===== src/rtl/wb_port_arbiter.sv =====
// Purpose: shares the register-file write port between the pipeline and a FIFO of multi-cycle results.
// Latency: pipeline writes same cycle; multi-cycle writes >= 1 cycle after acceptance (0 with bypass).
// Backpressure: mc_ready drops when the FIFO is full; pipe_stall asserts on a forced drain of a starved head.
// Optional feature macro: WB_PORT_ARBITER_BYPASS_EN (empty-FIFO same-cycle write of an idle-slot mc result).
module wb_port_arbiter #(
  parameter int N        = 32,
  parameter int A        = 5,
  parameter int DEPTH    = 4,
  parameter int MAX_WAIT = 8
) (
  input  logic                     clk,
  input  logic                     rst,
  input  logic                     pipe_we,
  input  logic [A-1:0]             pipe_rd,
  input  logic                     pipe_wd_sel,
  input  logic [N-1:0]             pipe_read_data,
  input  logic [N-1:0]             pipe_alu_result,
  output logic                     pipe_stall,
  input  logic                     mc_valid,
  input  logic [A-1:0]             mc_rd,
  input  logic [N-1:0]             mc_data,
  output logic                     mc_ready,
  output logic                     rf_we,
  output logic [A-1:0]             rf_wa,
  output logic [N-1:0]             rf_wd,
  output logic [$clog2(DEPTH):0]   fifo_count
);

  localparam int PW = $clog2(DEPTH);
  localparam int CW = PW + 1;
  localparam int WW = $clog2(MAX_WAIT + 1);

  // One buffered multi-cycle result; live drops when a younger pipeline write hits the same rd.
  typedef struct packed {
    logic         live;
    logic [A-1:0] rd;
    logic [N-1:0] data;
  } entry_t;

  entry_t          fifo_q [DEPTH];
  logic [PW-1:0]   wr_ptr;
  logic [PW-1:0]   rd_ptr;
  logic [CW-1:0]   count;
  logic [WW-1:0]   wait_cnt;

  entry_t          head;
  logic            empty;
  logic            full;
  logic            head_live;
  logic            forced;
  logic [N-1:0]    pipe_wd;
  logic            sel_we;
  logic [A-1:0]    sel_wa;
  logic [N-1:0]    sel_wd;
  logic            pop;
  logic            push;
  logic            bypass;
  logic            pipe_commit;

  assign head      = fifo_q[rd_ptr];
  assign empty     = (count == '0);
  assign full      = (count == CW'(DEPTH));
  assign head_live = !empty && head.live;
  assign forced    = head_live && (wait_cnt == WW'(MAX_WAIT));
  assign pipe_wd   = pipe_wd_sel ? pipe_alu_result : pipe_read_data;

  // Port decision: forced drain, then pipeline, then live head; a killed head always pops for free.
  always_comb begin
    sel_we     = 1'b0;
    sel_wa     = '0;
    sel_wd     = '0;
    pop        = 1'b0;
    pipe_stall = 1'b0;
    bypass     = 1'b0;
    if (rst) begin
      if (forced) begin
        pipe_stall = 1'b1;
        sel_we     = 1'b1;
        sel_wa     = head.rd;
        sel_wd     = head.data;
        pop        = 1'b1;
      end else if (pipe_we) begin
        sel_we = 1'b1;
        sel_wa = pipe_rd;
        sel_wd = pipe_wd;
        pop    = !empty && !head.live;
      end else if (head_live) begin
        sel_we = 1'b1;
        sel_wa = head.rd;
        sel_wd = head.data;
        pop    = 1'b1;
      end else if (!empty) begin
        pop = 1'b1;
`ifdef WB_PORT_ARBITER_BYPASS_EN
      end else if (mc_valid) begin
        bypass = 1'b1;
        sel_we = 1'b1;
        sel_wa = mc_rd;
        sel_wd = mc_data;
`endif
      end
    end
  end

  // x0 is hard-wired: the slot is consumed but nothing is written.
  assign rf_we       = sel_we && (sel_wa != '0);
  assign rf_wa       = sel_wa;
  assign rf_wd       = sel_wd;
  assign mc_ready    = rst && !full;
  assign push        = mc_valid && mc_ready && !bypass;
  assign pipe_commit = rst && pipe_we && !forced;
  assign fifo_count  = count;

  // FIFO storage, kill flags and pointers; a same-cycle push is younger than the killing pipeline write.
  always_ff @(posedge clk or negedge rst) begin
    if (!rst) begin
      for (int i = 0; i < DEPTH; i++) begin
        fifo_q[i] <= '0;
      end
      wr_ptr <= '0;
      rd_ptr <= '0;
    end else begin
      if (pipe_commit) begin
        for (int i = 0; i < DEPTH; i++) begin
          if (fifo_q[i].rd == pipe_rd) begin
            fifo_q[i].live <= 1'b0;
          end
        end
      end
      if (push) begin
        fifo_q[wr_ptr] <= '{live: 1'b1, rd: mc_rd, data: mc_data};
        wr_ptr         <= wr_ptr + PW'(1);
      end
      if (pop) begin
        rd_ptr <= rd_ptr + PW'(1);
      end
    end
  end

  // Occupancy count; simultaneous push and pop leaves it unchanged.
  always_ff @(posedge clk or negedge rst) begin
    if (!rst) begin
      count <= '0;
    end else begin
      case ({push, pop})
        2'b10:   count <= count + CW'(1);
        2'b01:   count <= count - CW'(1);
        default: count <= count;
      endcase
    end
  end

  // Starvation counter for the head: counts undrained live cycles, saturating at MAX_WAIT.
  always_ff @(posedge clk or negedge rst) begin
    if (!rst) begin
      wait_cnt <= '0;
    end else if (pop || empty) begin
      wait_cnt <= '0;
    end else if (head_live && (wait_cnt != WW'(MAX_WAIT))) begin
      wait_cnt <= wait_cnt + WW'(1);
    end
  end

endmodule

===== config.mk =====
export PLATFORM = sky130hd
export DESIGN_NAME = wb_port_arbiter
export DESIGN_NICKNAME = d
export VERILOG_FILES = /design/src/rtl/wb_port_arbiter.sv
export SDC_FILE = /design/constraint.sdc
export NUM_CORES = 1
export LEC_CHECK = 0
export CORE_ASPECT_RATIO = 0.7
export CORE_MARGIN = 4
export CORE_UTILIZATION = 25
export CTS_BUF_LIST = sky130_fd_sc_hd__clkbuf_8
export CTS_CLUSTER_DIAMETER = 80
export DETAILED_ROUTE_END_ITERATION = 7
export SYNTH_ARGS = -nofsm -noshare
export SYNTH_HDL_FRONTEND = slang
export SYNTH_SLANG_ARGS = --single-unit

===== constraint.sdc =====
create_clock -name clk -period 7.3 [get_ports clk]
set_input_delay 1.46 -clock clk [delete_from_list [all_inputs] [get_ports clk]]
set_output_delay 1.46 -clock clk [all_outputs]
set_load 0.1 [all_outputs]

# == Yosys cells after proc, flatten, opt, wreduce, memory -nomap -nowiden ==
# Cells that the tools add are included.
# totals
out_inout_bits,43
elab_cells,92
reg_bits,163
input_bits,111
# classes
order_cmp,3
n_mux,38
bitwise,2
reduce_logical,19
eq_ne,9
add_sub_neg,5
# ops
operator,n
$mux 32,5
$bwmux 152,1
$mux 152,1
$mux 38,3
$bmux 38 s2,1
$demux 38 s2,1
$eq 5x5->1,4
$mux 5,4
$mux 1,19
$logic_and 1x1->1,10
$mux 4,2
$ge 3x3->1 const B,2
$not 2->3,2
$pmux 3 s2,1
$reduce_bool 5->1,1
$add 2x1->2 const B,2
$add 4x1->4 const B,1
$eq 4x4->1 const B,1
$logic_not 1->1,4
$ne 4x4->1 const B,1
$reduce_bool 2->1,2
$add 3x1->3 const B,1
$eq 3x3->1 const B,1
$logic_not 3->1,1
other kinds (5),5

# == Logic depth before layout (Yosys ltp) ==
# Gate-level depths: netlist of the first run.
# depth
depth_word,11
mapped_depth,12
ltp_nobuf,12

# == Worst setup path after synthesis of the first run ==
# Ideal clock, no wire load.
# synth_path
path_type,input to output
from,input port pipe_wd_sel
to,output port rf_wd[0]
arrival_time_ns,3.626
required_ns,5.840
setup_slack_ns,2.214
cell_stages,4
path_buffers,2
cell_sequence,clkbuf_1 -> clkbuf_1 -> mux2i_1 -> o21ai_1
# synth_between
elab_chain_cells,4
# synth_lines
item,line,source
"start, declared",15,"input logic pipe_wd_sel,"
$mux 32,65,assign pipe_wd = pipe_wd_sel ? pipe_alu_result : pipe_read_data;
$mux 32,82,end else if (pipe_we) begin
$mux 32,76,if (forced) begin
$mux 32,75,if (rst) begin
"end, declared",25,"output logic [N-1:0] rf_wd,"
# No other way between the ends.

# == Final worst setup path of the first run ==
# layout_path
from,register rd_ptr[0]
to,output port rf_wd[12]
# layout_between
elab_chain_cells,9
elab_cells_between_ends,10
classes_between,mux (7); bitwise (1); reduce/logical (2)
# layout_lines
item,line,source
"start, declared",42,logic [PW-1:0] rd_ptr;
"start signal, assigned",135,rd_ptr <= rd_ptr + PW'(1);
$not 2->3 (implied by the code) *,60,assign head = fifo_q[rd_ptr];
$bmux 38 s2 *,60,
$mux 38 (implied by the code) * (2 in series),60,
$logic_and 1x1->1,63,assign head_live = !empty && head.live;
$mux 32,87,end else if (head_live) begin
$mux 32,82,
$mux 32 *,76,
$mux 32 *,75,
# Every way passes the cells marked *; elsewhere a longest branch is shown, timed or not. The select of a mux whose other input is x is not followed.

==> flow_metrics.tcl, run 1 <==
set metrics [dict create \
    drc 0 \
    syn2layout_area_growth_pct 29.2 \
    critPathMaxStageDelay_ps 1190 \
    syn-num-nets 716 \
    worstSetupEndpointType "primary output" \
    chipWidth_um 224 \
    routed_wl_um 20700 \
    cts_hold_buf 0 \
    synth_area_um2 8140 \
    grt_pass1_wl_um 32600 \
    track_usage 0.118 \
    cts_buffers 17 \
    clk_pin_slew_worst_paths_ps 80 \
    vias 5215 \
    setup_violations 0 \
    cp_max_fo 36 \
    maxSlewViolCount 0 \
    ys_ff_latch 163 \
    dieArea_um2 35600 \
    period_share 0.827 \
    grt_pass1_vias 5599 \
    initial_core_util 0.257 \
    cp.arrival_ps 4580 \
    yosys.cell_types.count 36 \
    dieHeight_um 159 \
    slew-limit-headroom 0.299 \
    synth-warning-count 0 \
    clockRootBuffer "clkbuf_8" \
    vdd.ir_drop.worst_v 0.000277 \
    gp_congestion 0.720 \
    nNetsFinal 856 \
    p_leak_nw 4.34 \
    slowest_stage "clkdlybuf4s50_1" \
    crit_type "reg -> out" \
    synth-seq-area-share 0.501 \
    post_cts_buffers 0 \
    first_pass_iters 4 \
    critical_path.cell_chain "mux4_2, nand3_1, nand3_2, o21ai_1, clkdlybuf4s50_1" \
    outcome "complete, no violations" \
    finClkSkew_ps 14.8 \
    cts_tree "done" \
    drt_iter0_drc 219 \
    pin_count 154 \
    dp.cells 1138 \
    hpwl_um 13500 \
    hold_viol 0 \
    portBuffers 153 \
    placementRows 54 \
    fmax_mhz 166 \
    wl_per_cell_um 17.7 \
    instances_no_fill 1170 \
    clk_latency_ps 460 \
    required_ps 5840 \
    antenna_found_initial 1 \
    drv_cap 0 \
    grt_overflow 0 \
    cts_sinks 163 \
    h-tree-depth 4 \
    cp-start-kind "flip-flop" \
    rsz0062_at_grt "no" \
    r2r_cells 5 \
    tightest_slew_ps 1050 \
    ant_nets 0 \
    finish.utilization 0.333 \
    vias_per_cell 4.46 \
    hold_depth 1 \
    setup_tns_ps 0 \
    n_antenna_cell 0 \
    power_density_nw_per_um2 416 \
    grt_max_degree 66 \
    cts_max_path_buffers 2 \
    postSynthCellCount 597 \
    synth.avg_cell_area_um2 13.6 \
    period_needed_ps 6040 \
    placeableCoreArea_um2 31600 \
    holdCritPathClass "reg -> reg" \
    cts_resized 0 \
    drive_above_1_share 0.121 \
]
-- routing by layer --
| metal | track usage | routed length, um |
|---|---|---|
| met3 | 0.0391 | 1060 |
| met2 | 0.179 | 9170 |
| met4 | 0.0252 | 208 |
| met5 | 0 | 20 |
| met1 | 0.165 | 10200 |
-- worst paths after layout --
kind                              endpoint  slack [ps]  startpoint
worst max-delay path             rf_wd[12]        1260   rd_ptr[0]
worst min-delay path             flip-flop         490   flip-flop
worst max register to register  fifo_q[75]        3940   rd_ptr[0]
worst min register to register   flip-flop         490   flip-flop
max in group asynchronous        async pin        5100         rst
min in group asynchronous        async pin         930         rst
-- kinds of logic after synthesis --
| logic type | Yosys count | synth area share |
|---|---|---|
| muxes | 219 | 0.351 |
| buffers and inverters | 54 | 0.0284 |
| adders and majority gates | 8 | 0.0132 |
| AOI/OAI and AO/OA | 45 | 0.0320 |
| xor gates and xnor gates | 29 | 0.0312 |
| DFF | 163 | 0.501 |
| and+or+nand+nor | 79 | 0.0435 |
-- layout make-up --
class	count	area (um2)
fill	3150	21100
sequential	163	4080
multi-input combinational	380	3840
timing repair buffer	162	1600
tap	420	526
clock buffer	19	262
clock inverter	13	159
inverter	13	48.8
-- cells in the mapped netlist, drive strengths merged --
library cell / instances / share of area
xnor2: 17 / 0.018
nand4: 1 / 0.00077
and3: 3 / 0.0029
buf: 20 / 0.013
fa: 1 / 0.0025
a31oi: 1 / 0.00077
mux2: 148 / 0.20
nor2: 7 / 0.0032
clkbuf: 21 / 0.0097
o21ai: 33 / 0.020
inv: 13 / 0.0060
mux4: 38 / 0.11
dfrtp: 163 / 0.50
nor3: 1 / 0.00061
xor2: 12 / 0.013
o41ai: 4 / 0.0043
and3b: 1 / 0.0011
mux2i: 33 / 0.041
nor2b: 1 / 0.00077
nand2: 48 / 0.022
a21oi: 1 / 0.00061
o41a: 1 / 0.0014
nand3: 10 / 0.0061
a22o: 2 / 0.0022
nand3b: 1 / 0.00092
o22ai: 2 / 0.0015
and2: 4 / 0.0034
o211ai: 1 / 0.00092
or3: 2 / 0.0015
ha: 7 / 0.011
-- worst max-delay path, delay by kind of cell (launching register included) --
family                 cells  cell delay [ps]
muxes                      1              660
DFF                        1              850
buffers and inverters      1             1190
and+or+nand+nor            2              970
AOI/OAI and AO/OA          1              430
-- cells in the final DEF (no fill, tap or decap), types with 3 or more instances in the layout --
master / netlist / final
clkbuf_8: 0 / 19
nand2_2: 0 / 4
clkinv_2: 0 / 3
buf_4: 0 / 9
nand3_1: 10 / 9
clkinv_4: 0 / 3
and2_1: 3 / 3
inv_1: 11 / 12
mux2i_1: 33 / 33
nor2_1: 7 / 7
bufinv_16: 0 / 3
o21ai_1: 32 / 32
xnor2_1: 17 / 17
o41ai_1: 4 / 4
ha_1: 7 / 7
mux4_2: 38 / 38
xor2_1: 12 / 12
mux2_1: 148 / 148
nand2_1: 48 / 44
dfrtp_1: 163 / 161
clkdlybuf4s50_1: 0 / 151
-- per-stage QoR --
step	hold WS (ps)	instance area, um2	total power, mW	worst slack, ps
floorplan	457	8140	3.18	2210
global placement	469	10100	3.68	1410
detailed placement	475	10100	3.72	1260
CTS	494	10500	4.45	1110
global route	503	10500	4.66	889
finish	489	10500	4.37	1260
-- power breakdown --
group	switching (mW)	internal, mW
combinational	1.12	0.896
sequential	0.299	1.35
clock	0.350	0.356
total	1.77	2.60
No activity file was read; power rests on OpenSTA's default activity.
==> run 2: changes to the inputs <==
==> constraint.sdc (replaced) <==
create_clock -name clk -period 4.9 [get_ports clk]
set_input_delay 0.98 -clock clk [delete_from_list [all_inputs] [get_ports clk]]
set_output_delay 0.98 -clock clk [all_outputs]
set_load 0.1 [all_outputs]
==> run 2 against run 1 <==
Die area is the same. Total power grew 49%. Sequential cell count is the same.
==> flow_metrics.tcl, run 2 (synthesis gave the netlist of run 1 again) <==
set metrics [dict create \
    cts_hold_buf 0 \
    comb_power_share 0.465 \
    r2r_end "fifo_count[2]" \
    setup_ws_ps 769 \
    vias 5256 \
    vdd.ir_drop.worst_v 0.000385 \
    required_ps 3920 \
    hpwl_um 13800 \
    post_cts_buffers 0 \
    period_needed_ps 4130 \
    grt_pass1_wl_um 32600 \
    cts_tree "done" \
    final_cell_mix "161 x dfrtp_1, 148 x mux2_1, 111 x clkdlybuf4s50_1" \
    setup_violations 0 \
    portBuffers 153 \
    clockRootBuffer "clkbuf_8" \
    gp_congestion 0.718 \
    nFillCells 3138 \
    finClkSkew_ps 13.2 \
    power_density_nw_per_um2 623 \
    p_leak_nw 4.42 \
    drt_iter0_drc 218 \
    final-seq-area_um2 4080 \
    r2r_cells 10 \
    n_antenna_cell 0 \
    nNetsFinal 857 \
    cp.arrival_ps 3150 \
    placeableCoreArea_um2 31600 \
    vias_per_cell 4.49 \
    critical_path.cell_chain "mux4_2, and2_4, and3_4, a22o_1, or3_1, buf_4" \
    hold_viol 0 \
    initial_core_util 0.257 \
    dieHeight_um 159 \
    ant_nets 0 \
    track_usage 0.117 \
    critPathTopFamily "simple AND/OR/NAND/NOR gates" \
    outcome "complete, no violations" \
    cp_max_fo 34 \
    slowest_stage "dfrtp_2" \
    postLayoutCellArea_um2 10400 \
    pre_cts_ws_ps 860 \
    dpl_cell_area_um2 10000 \
    holdCritPathClass "in -> async" \
    drc 0 \
    internal_power_mw 3.86 \
    grt_max_degree 71 \
    h-tree-depth 4 \
    crit_type "reg -> out" \
    clk_pin_slew_worst_paths_ps 90 \
    fmax_mhz 242 \
    ff2ff_setup_slack_ps 2120 \
    critPathMaxStageDelay_ps 800 \
    setup_tns_ps 0 \
    drv_cap 0 \
    pin_count 154 \
    cts_resized 0 \
    chipWidth_um 224 \
    clk_latency_ps 460 \
    worst-path-buf-inv 1 \
    wl_per_cell_um 17.2 \
    first_pass_iters 6 \
    reg2reg_from "rd_ptr[1]" \
    worstSetupEndpointType "primary output" \
    drive_above_1_share 0.174 \
    cts_buffers 17 \
    dieArea_um2 35600 \
    cts_max_path_buffers 2 \
    cts_sinks 163 \
    period_share 0.843 \
    p_total_mw 6.51 \
    antenna_found_initial 0 \
    rsz0062_at_grt "no" \
    placementRows 54 \
    grt_overflow 0 \
    layout_commonest_cell "dfrtp_1" \
    grt_pass1_vias 5712 \
    power_switching_mw 2.64 \
    routed_wl_um 20100 \
    maxSlewViolCount 0 \
    syn2layout_area_growth_pct 28.3 \
    switching_share 0.406 \
    cp-start-kind "flip-flop" \
    multi_input_area_um2 3840 \
    p_clk_frac 0.163 \
    tightest_slew_ps 988 \
    slew-limit-headroom 0.340 \
    p_seq_frac 0.372 \
]
run 2: cell type report:
| class | count | share of cell area |
|---|---|---|
| clock buffers | 20 | 0.0264 |
| well taps | 420 | 0.0503 |
| repair buffers | 163 | 0.145 |
| multi-input cells | 380 | 0.368 |
| inverters | 13 | 0.00467 |
| flip-flops and latches | 163 | 0.391 |
| clock inverters | 12 | 0.0150 |
run 2: power groups by stage:
stage	registers [mW]	logic, mW	clock network [mW]
after global placement	2.43	3.04	0
after detailed placement	2.45	3.08	0
after CTS	2.42	3.08	1.11
after global routing	2.51	3.28	1.16
final	2.42	3.03	1.06
after floorplan	2.38	2.35	0
run 2: worst max-delay path by stage:
stage / startpoint / end / slack (ps) / cells past startpoint
final: rd_ptr[1] / rf_we / 770 / 6
after CTS: rd_ptr[1] / rf_we / 670 / 6
after floorplan: fifo_count[2] / rf_we / 580 / 5
after global placement: pipe_we / rf_we / 920 / 7
after global routing: rd_ptr[1] / rf_we / 580 / 6
after detailed placement: pipe_we / rf_we / 860 / 7
run 2: per-stage QoR:
stage | util | std cells | hold slack, ps
after floorplan | - | 597 | 457
after global placement | 0.317 | 1139 | 469
after detailed placement | 0.317 | 1139 | 476
after CTS | 0.330 | 1171 | 368
after global routing | 0.330 | 1171 | 385
final | 0.330 | 1171 | 412
run 2: metal layers:
layer,track usage,vias up,share of wire
met4,0.0260,0,0.0083
met5,0,-,0
met3,0.0326,14,0.046
li1,-,2441,-
met1,0.166,2700,0.50
met2,0.180,101,0.45
==> run 3: changes to the inputs <==
==> constraint.sdc (replaced) <==
create_clock -name clk -period 3.78 [get_ports clk]
set_input_delay 0.756 -clock clk [delete_from_list [all_inputs] [get_ports clk]]
set_output_delay 0.756 -clock clk [all_outputs]
set_load 0.1 [all_outputs]
==> run 3 against run 2 <==
Non-clock buffer count rose by 6. Highest routed layer is now met5. Core utilization is 1.8 points higher. Worst hold slack worse by 310 ps. Cell area rose by 5.3%. Clock skew is 6.4 ps higher. Worst setup slack got worse by 560 ps. Largest cell class unchanged.
==> flow_metrics.tcl, run 3 (synthesis gave the netlist of run 1 again) <==
set metrics [dict create \
    period_needed_ps 3570 \
    first_pass_iters 4 \
    setup_violations 0 \
    vias 5287 \
    hpwl_um 14500 \
    layout_commonest_cell "dfrtp_1" \
    cp-start-kind "primary input" \
    outcome "complete, no violations" \
    drv_cap 0 \
    period_share 0.944 \
    cp.arrival_ps 2810 \
    p_leak_nw 4.58 \
    grt_overflow 0 \
    cts_buffers 17 \
    required_ps 3020 \
    tightest_slew_ps 975 \
    grt_pass1_vias 5904 \
    syn2layout_area_growth_pct 35.2 \
    dpl_cell_area_um2 10600 \
    met1Wirelength_um 10200 \
    placementRows 54 \
    clk_latency_ps 460 \
    finClkSkew_ps 19.6 \
    chipWidth_um 224 \
    slew-limit-headroom 0.348 \
    clockRootBuffer "clkbuf_8" \
    grt_pass1_wl_um 34400 \
    n_antenna_cell 0 \
    grt_max_degree 64 \
    rsz0062_at_grt "no" \
    wl_met3_um 1180 \
    initial_core_util 0.257 \
    postLayoutCellArea_um2 11000 \
    track_usage 0.123 \
    drc 0 \
    hold_viol 0 \
    drt_iter0_drc 245 \
    cp_max_fo 7 \
    cts_tree "done" \
    placeableCoreArea_um2 31600 \
    highest_layer "met5" \
    fmax_mhz 280 \
    final_cell_mix "161 x dfrtp_1, 148 x mux2_1, 111 x clkdlybuf4s50_1" \
    power_density_nw_per_um2 809 \
    crit_type "in -> out" \
    cts_sinks 163 \
    route.met2.wl_um 9320 \
    portBuffers 153 \
    worstSetupEndpointType "primary output" \
    nNetsFinal 863 \
    dieArea_um2 35600 \
    drive_above_1_share 0.183 \
    maxSlewViolCount 0 \
    h-tree-depth 4 \
    antenna_found_initial 2 \
    clk_pin_slew_worst_paths_ps 80 \
    instances_no_fill 1176 \
    wl_per_cell_um 17.7 \
    holdCritPathClass "in -> async" \
    dp.cells 1145 \
    routed_wl_um 20900 \
    vias_per_cell 4.50 \
    dieHeight_um 159 \
    vdd.ir_drop.worst_v 0.000397 \
    gp_congestion 0.778 \
    cts_max_path_buffers 2 \
    cts_hold_buf 0 \
    pin_count 154 \
    ant_nets 0 \
]
==> run 3: cell types whose count changed in the layout (fill, tap and decap cells not counted), sizes merged <==
| cell | previous run | this run |
|---|---|---|
| buf | 52 | 58 |
| bufinv | 3 | 4 |
| inv | 17 | 15 |
==> run 3: routing by layer <==
| layer | vias up | track usage |
|---|---|---|
| li1 | 2447 | - |
| met4 | 4 | 0.0269 |
| met1 | 2697 | 0.174 |
| met5 | - | 0 |
| met3 | 13 | 0.0358 |
| met2 | 126 | 0.187 |
==> run 3: timing repair <==
action | in CTS | in global routing
gates resized for setup | 0 | 1
setup buffers | 0 | 0
setup endpoints to repair | 0 | 1
==> run 3: layout make-up <==
class,count,area [um2]
flip-flops and latches,163,4080
clock buffers,20,275
well taps,420,526
inverters,13,48.8
fillers,3132,20600
repair buffers,169,2050
clock inverters,11,161
multi-input cells,380,3850
==> run 3: worst paths after layout <==
path,from,to,slack [ps],cells past startpoint
max,pipe_we,rf_we,210,7
min,rst,wait_cnt[3],100,1
max reg2reg,rd_ptr[0],fifo_count[2],1240,10
min reg2reg,flip-flop,flip-flop,490,1
max in group asynchronous,rst,async pin,1950,3
min in group clk,flip-flop,flip-flop,490,1
==> run 3: critical path: stages <==
cell	delay, ps
clkdlybuf4s50_1	600
inv_1	90
o211ai_1	290
o22ai_1	180
o41a_1	380
or3_4	340
buf_12	170
==> run 3: per-stage QoR <==
step                      hold slack (ps)  total power, mW  setup TNS (ps)  setup WS, ps  utilization
after floorplan                       457             6.15           -8230          -270            -
after global placement                468             7.55               0           292        0.334
after detailed placement              475             7.62               0           211        0.334
after CTS                            41.0             9.05               0          66.6        0.348
after global routing                 49.4             9.50               0          75.1        0.348
final                                97.1             8.90               0           212        0.348
==> run 3: power by group <==
part	switching [mW]	leakage (nW)	internal, mW	total (mW)
sequential	0.496	1.96	2.61	3.11
clock	0.632	0.223	0.763	1.40
combinational	2.36	2.40	2.04	4.40
